==> config.mk <==
export PLATFORM = sky130hd
export DESIGN_NAME = mode_counter
export DESIGN_NICKNAME = d
export VERILOG_FILES = /design/src/rtl/mode_counter_pkg.sv /design/src/rtl/mode_counter_dff.sv /design/src/rtl/mode_counter.sv
export SDC_FILE = /design/constraint.sdc
export NUM_CORES = 1
export LEC_CHECK = 0
export CELL_PAD_IN_SITES_DETAIL_PLACEMENT = 2
export CELL_PAD_IN_SITES_GLOBAL_PLACEMENT = 2
export CORE_MARGIN = 2
export CORE_UTILIZATION = 34
export DETAILED_ROUTE_END_ITERATION = 10
export HOLD_SLACK_MARGIN = 0.1
export PLACE_DENSITY = 0.82
export SYNTH_ARGS = -nofsm -noshare
export SYNTH_HDL_FRONTEND = slang
export SYNTH_SLANG_ARGS = --single-unit
==> constraint.sdc <==
create_clock -name clk -period 4.9 [get_ports clk]
set_clock_uncertainty 0.05 [all_clocks]
set_input_delay 0.98 -clock clk [delete_from_list [all_inputs] [get_ports clk]]
set_output_delay 0.98 -clock clk [all_outputs]
set_load 0.005 [all_outputs]
==> src/rtl/mode_counter_pkg.sv <==
// mode_counter_pkg: mode encodings and code-conversion helpers shared by the
// multi-mode sequence counter. Helpers work on a fixed MAXW+1 bit container
// so they can serve any counter width up to MAXW; callers size-cast results.
package mode_counter_pkg;

    localparam int MAXW = 16;

    typedef logic [MAXW:0] wide_t;

    typedef enum logic [1:0] {
        BIN_UP  = 2'd0,
        BIN_DN  = 2'd1,
        GRAY    = 2'd2,
        JOHNSON = 2'd3
    } mode_e;

    function automatic wide_t bin2gray(input wide_t b);
        return b ^ (b >> 1);
    endfunction

    // Each binary bit is the XOR of all gray bits at or above it.
    function automatic wide_t gray2bin(input wide_t g);
        wide_t b;
        b = g;
        for (int i = 1; i <= MAXW; i++) begin
            b = b ^ (g >> i);
        end
        return b;
    endfunction

    // Legal Johnson codes are k ones packed at the bottom (0..01..1) or the
    // complement within the width (1..10..0), for k = 0..width.
    function automatic logic johnson_valid(input wide_t code, input int width);
        wide_t mask;
        wide_t ones;
        logic  ok;
        mask = wide_t'((1 << width) - 1);
        ok   = 1'b0;
        for (int k = 0; k <= MAXW; k++) begin
            if (k <= width) begin
                ones = wide_t'((1 << k) - 1);
                if (code == ones || code == (mask & ~ones)) ok = 1'b1;
            end
        end
        return ok;
    endfunction

    function automatic wide_t start_val(input logic [1:0] m, input int mod);
        return (m == BIN_DN) ? wide_t'(mod - 1) : '0;
    endfunction

    // Terminal value expressed in the output encoding of the mode.
    function automatic wide_t terminal_val(input logic [1:0] m, input int mod,
                                           input int width);
        wide_t t;
        case (m)
            BIN_UP:  t = wide_t'(mod - 1);
            BIN_DN:  t = '0;
            GRAY:    t = bin2gray(wide_t'((1 << width) - 1));
            default: t = wide_t'(1) << (width - 1);
        endcase
        return t;
    endfunction

endpackage

==> src/rtl/mode_counter_dff.sv <==
// dff_bank: W-bit register with synchronous active-high reset to a
// run-time reset value.
//   clk     clock
//   reset   synchronous reset, active high
//   rst_val value loaded while reset is high
//   d       next value
//   q       registered value
module dff_bank #(
    parameter int W = 4
) (
    input  logic         clk,
    input  logic         reset,
    input  logic [W-1:0] rst_val,
    input  logic [W-1:0] d,
    output logic [W-1:0] q
);

    always_ff @(posedge clk) begin
        if (reset) q <= rst_val;
        else       q <= d;
    end

endmodule

==> src/rtl/mode_counter.sv <==
// mode_counter: WIDTH-bit sequencer stepping through modulo-MOD binary up,
// modulo-MOD binary down, Gray or Johnson sequences, with enable, validated
// synchronous load, terminal-count flag and restart on mode change.
//   clk       clock
//   reset     synchronous reset, active high
//   en        count enable
//   load      synchronous load strobe
//   load_val  load value, in the output encoding of the current mode
//   mode      0 BIN_UP, 1 BIN_DN, 2 GRAY, 3 JOHNSON
//   out       registered count in the current mode's encoding
//   tc        terminal count (combinational), high in the wrapping cycle
//   load_err  one-cycle pulse after a rejected load
module mode_counter
    import mode_counter_pkg::*;
#(
    parameter int WIDTH = 4,
    parameter int MOD   = 2 ** WIDTH
) (
    input  logic             clk,
    input  logic             reset,
    input  logic             en,
    input  logic             load,
    input  logic [WIDTH-1:0] load_val,
    input  logic [1:0]       mode,
    output logic [WIDTH-1:0] out,
    output logic             tc,
    output logic             load_err
);

    // Binary-mode bounds carried one bit wider so MOD = 2**WIDTH is exact.
    localparam logic [WIDTH:0] MOD_W = (WIDTH + 1)'(MOD);
    localparam logic [WIDTH:0] MAX_W = (WIDTH + 1)'(MOD - 1);

    logic [WIDTH-1:0] s;
    logic [WIDTH-1:0] s_nxt;
    logic [WIDTH-1:0] s_step;
    logic [WIDTH-1:0] s_load;
    logic [WIDTH-1:0] out_nxt;
    logic [WIDTH-1:0] rst_s;
    logic [WIDTH-1:0] term;
    logic [WIDTH:0]   s_ext;
    logic [1:0]       mode_q;
    logic             mode_chg;
    logic             load_ok;
    logic             err_nxt;

    assign mode_chg = (mode != mode_q);
    assign s_ext    = {1'b0, s};
    // All start values encode to themselves (gray(0) = 0), so the same
    // reset value serves both the index and the output register.
    assign rst_s    = WIDTH'(start_val(mode, MOD));
    assign term     = WIDTH'(terminal_val(mode_q, MOD, WIDTH));

    always_comb begin
        s_step = s;
        case (mode_q)
            BIN_UP:  s_step = (s_ext == MAX_W) ? '0 : WIDTH'(s_ext + 1'b1);
            BIN_DN:  s_step = (s == '0) ? WIDTH'(MAX_W) : WIDTH'(s_ext - 1'b1);
            GRAY:    s_step = WIDTH'(s_ext + 1'b1);
            default: s_step = {s[WIDTH-2:0], ~s[WIDTH-1]};
        endcase
    end

    always_comb begin
        load_ok = 1'b1;
        s_load  = load_val;
        case (mode_q)
            BIN_UP, BIN_DN: load_ok = ({1'b0, load_val} < MOD_W);
            GRAY:           s_load  = WIDTH'(gray2bin(wide_t'(load_val)));
            default:        load_ok = johnson_valid(wide_t'(load_val), WIDTH);
        endcase
    end

    // Priority: mode change > load > step > hold. A rejected load freezes
    // the counter for that edge even when en is high.
    always_comb begin
        s_nxt   = s;
        err_nxt = 1'b0;
        if (mode_chg) begin
            s_nxt = rst_s;
        end else if (load) begin
            if (load_ok) s_nxt   = s_load;
            else         err_nxt = 1'b1;
        end else if (en) begin
            s_nxt = s_step;
        end
    end

    // Output is re-encoded from the next index so it stays purely registered.
    assign out_nxt = (mode == GRAY) ? WIDTH'(bin2gray(wide_t'(s_nxt))) : s_nxt;

    assign tc = en & ~reset & ~load & ~mode_chg & (out == term);

    dff_bank #(.W(WIDTH)) u_s (
        .clk     (clk),
        .reset   (reset),
        .rst_val (rst_s),
        .d       (s_nxt),
        .q       (s)
    );

    dff_bank #(.W(WIDTH)) u_out (
        .clk     (clk),
        .reset   (reset),
        .rst_val (rst_s),
        .d       (out_nxt),
        .q       (out)
    );

    always_ff @(posedge clk) begin
        mode_q <= mode;
        if (reset) load_err <= 1'b0;
        else       load_err <= err_nxt;
    end

endmodule

==> results.py <==
metrics = {
    "outcome": {
        "outcome": "finished clean",
    },
    "detailed_routing": {
        "drcViolationCount": 0,
        "top_layer": "met4",
        "ant_nets": 0,
        "routed-via-count": 1157,
        "wl_per_cell_um": 18.38,
        "wl_met3_um": 66,
        "drtIter0Drc": 41,
        "dr.pass1.iters": 4,
        "wl_met1_mm": 1.702,
        "vias_per_cell": 5.785,
        "drt_wl_total_mm": 3.676,
        "wl_met2_mm": 1.896,
    },
    "setup_path": {
        "critPathKind": "in -> out",
        "cp-start-kind": "input port",
        "crit_chain": "clkdlybuf4s50_1, xnor2_2, and3_1, and4_1, clkdlybuf4s50_1",
        "arrival_ns": 3.01,
        "cp_slowest_cell": "clkdlybuf4s50_1",
        "max_stage_delay_ns": 0.55,
        "crit_path_max_fanout": 10,
        "cp_common_cell": "clkdlybuf4s50_1",
        "cp_num_buf_inv": 2,
        "cp.required_ns": 3.87,
        "rrSetupSlack_ns": 2.03,
        "cp_top_family": "buffers and inverters",
        "crit_path_end_kind": "primary output",
    },
    "yosys": {
        "synth_edf_count": 0,
        "syn_area_um2": 1139,
        "ys_top_cells_by_area": "dfxtp_1 (18%), ha_1 (11%), nor2_1 (4.6%)",
        "synthSimpleGateAreaFrac_pct": 29.12,
        "synth_xor_area_share_pct": 7.143,
        "synth_top_flop_cell": "dfxtp_1",
        "synth_nets": 162,
        "muxShareOfSynthArea_pct": 1.868,
        "ys_seq_area_share_pct": 17.58,
        "synth-compound-area-share_pct": 26.59,
        "syn-instance-count": 142,
        "synth_top_family_by_area": "simple AND/OR/NAND/NOR gates",
        "yosys_warnings": 0,
        "yosys.area.top_type_share_pct": 17.58,
        "yosysTopAreaCell": "dfxtp_1",
        "post_synth.cell_area_avg_um2": 8.018,
        "ys_seq_elements": 10,
        "async_flop_share_pct": 0,
        "synth_fa_ha_area_share_pct": 10.99,
        "synth_cell_types": 55,
    },
    "final_layout": {
        "final_cell_mix": "clkdlybuf4s50_1 (15), nor2_1 (14), ha_1 (10), dfxtp_1 (10), inv_1 (9)",
        "final_cell_count_no_fill": 200,
        "layout.nets": 176,
        "final_common_cell": "clkdlybuf4s50_1",
        "multi_input_area_um2": 862.1,
        "diodes": 0,
        "fin_area_um2": 1330,
        "seqCellArea_um2": 200.2,
        "syn_to_final_growth_pct": 16.81,
        "nFillCells": 389,
        "drive_gt1_share_pct": 7.143,
    },
    "timing": {
        "fmax_mhz": 247.8,
        "rsz0062_at_grt": "no",
        "finalMaxSlewViolations": 0,
        "hold_viol": 0,
        "fin_setup_tns_ns": 0,
        "tightest_slew_ns": 0.8957,
        "relSlewSlack_pct": 39.44,
        "finalCriticalPeriod_ns": 4.035,
        "finalCritPeriodShare_pct": 82.35,
        "setup_viol": 0,
    },
    "grt": {
        "grt_max_degree": 15,
        "grt_overflow": 0,
        "first_global_vias": 1238,
        "antenna_found_initial": 0,
        "grt_usage_pct": 21.68,
        "grt_pass1_wl_mm": 6.141,
    },
    "power": {
        "fin_total_pwr_mw": 0.2710,
        "leakage_nw": 0.5280,
        "ir_drop_mv": 0.1281,
        "p_per_area_nw_per_um2": 203.8,
    },
    "floorplan": {
        "die_w_um": 61.87,
        "die_area_um2": 3828,
        "dieHeight_um": 61.87,
        "io-pin-count": 16,
        "fp-row-count": 21,
        "fp.coreArea_um2": 3284,
        "initial_core_util_pct": 34.67,
    },
    "clocking": {
        "cts_tree": "yes",
        "clk_pin_slew_ns": 0.07,
        "clockBufferDepth": 2,
        "cts_buffers": 3,
        "cts_hold_buffers": 0,
        "cts_setup_buffers": 0,
        "htreeDepth": 1,
        "cts_root_buf": "clkbuf_4",
        "clkLatencyLatePin_ns": 0.27,
        "clock-sinks": 10,
        "cts-resized-gates": 0,
    },
    "placement": {
        "dpl_cell_area_um2": 1308,
        "io_buffer_count": 15,
        "dp_cells": 197,
        "gp_congestion": 0.7647,
        "dp_hpwl_mm": 2.957,
    },
    "run": {
        "max_cap_violations": 0,
    },
    "worst_hold_path": {
        "hold_class": "reg -> reg",
    },
}
## Yosys cell counts, types with 3 or more instances
cell,number
o31ai_1,3
nor2_1,14
nand4_1,5
ha_1,10
and2_1,4
xnor2_1,3
nand2_1,7
nand3_1,6
o21ai_0,6
a211oi_1,4
nor2b_1,4
nor4_1,4
dfxtp_1,10
and3_1,3
inv_1,9
## kinds of logic after synthesis
logic type | after synthesis
XOR/XNOR | 6
buffers and inverters | 16
multiplexers | 2
flip-flops | 10
AO/OA/AOI/OAI | 38
AND/OR/NAND/NOR | 60
adder cells (fa/ha/maj) | 10
## power breakdown
group	leakage, nW	internal (mW)	total, mW	switching [mW]
Clock	0.0138	0.0285	0.0578	0.0293
Sequential	0.0836	0.0895	0.107	0.0180
Combinational	0.431	0.0498	0.106	0.0560
## state kept, by name (all words and copies together) (netlist names)
| name | cells |
|---|---|
| u_out.q | 4 |
| u_s.q | 3 |
| mode_q | 2 |
| load_err | 1 |
## worst paths after layout
check,cells past startpoint,startpoint,end
min reg2reg,3,u_out.q[3],u_out.q[3]
min,3,u_out.q[3],u_out.q[3]
max reg2reg,8,u_s.q[0],u_out.q[0]
max,5,mode[1],tc
## metal layers
metal / GRT usage, % / up-vias
li1: - / 560
met1: 29.21 / 586
met2: 38.20 / 9
met3: 3.106 / 2
met4: 1.824 / 0
met5: 0 / -
## worst min-delay path, stage by stage (launching register included)
cell and delay, ns:
dfxtp_1 0.39, inv_1 0.18, o211a_1 0.23, o31ai_1 0.09
## through the flow
stage          setup WS [ns]  util, %  hold WS (ns)
2_1_floorplan          2.032        -        0.6829
3_3_place_gp          0.9725    39.81        0.8491
3_5_place_dp          0.8973    39.81        0.8803
4_1_cts               0.8955    40.50        0.8945
5_1_grt               0.7855    40.50        0.9386
6_report              0.8648    40.50        0.8847
## final cells by class
type,instances,share of cell area (%)
Multi-Input combinational cell,116,64.82
Sequential cell,10,15.05
Timing Repair Buffer,15,11.29
Tap cell,46,4.327
Inverter,10,2.822
Clock buffer,3,1.693
Note: power is estimated with default switching activity, not from simulation.
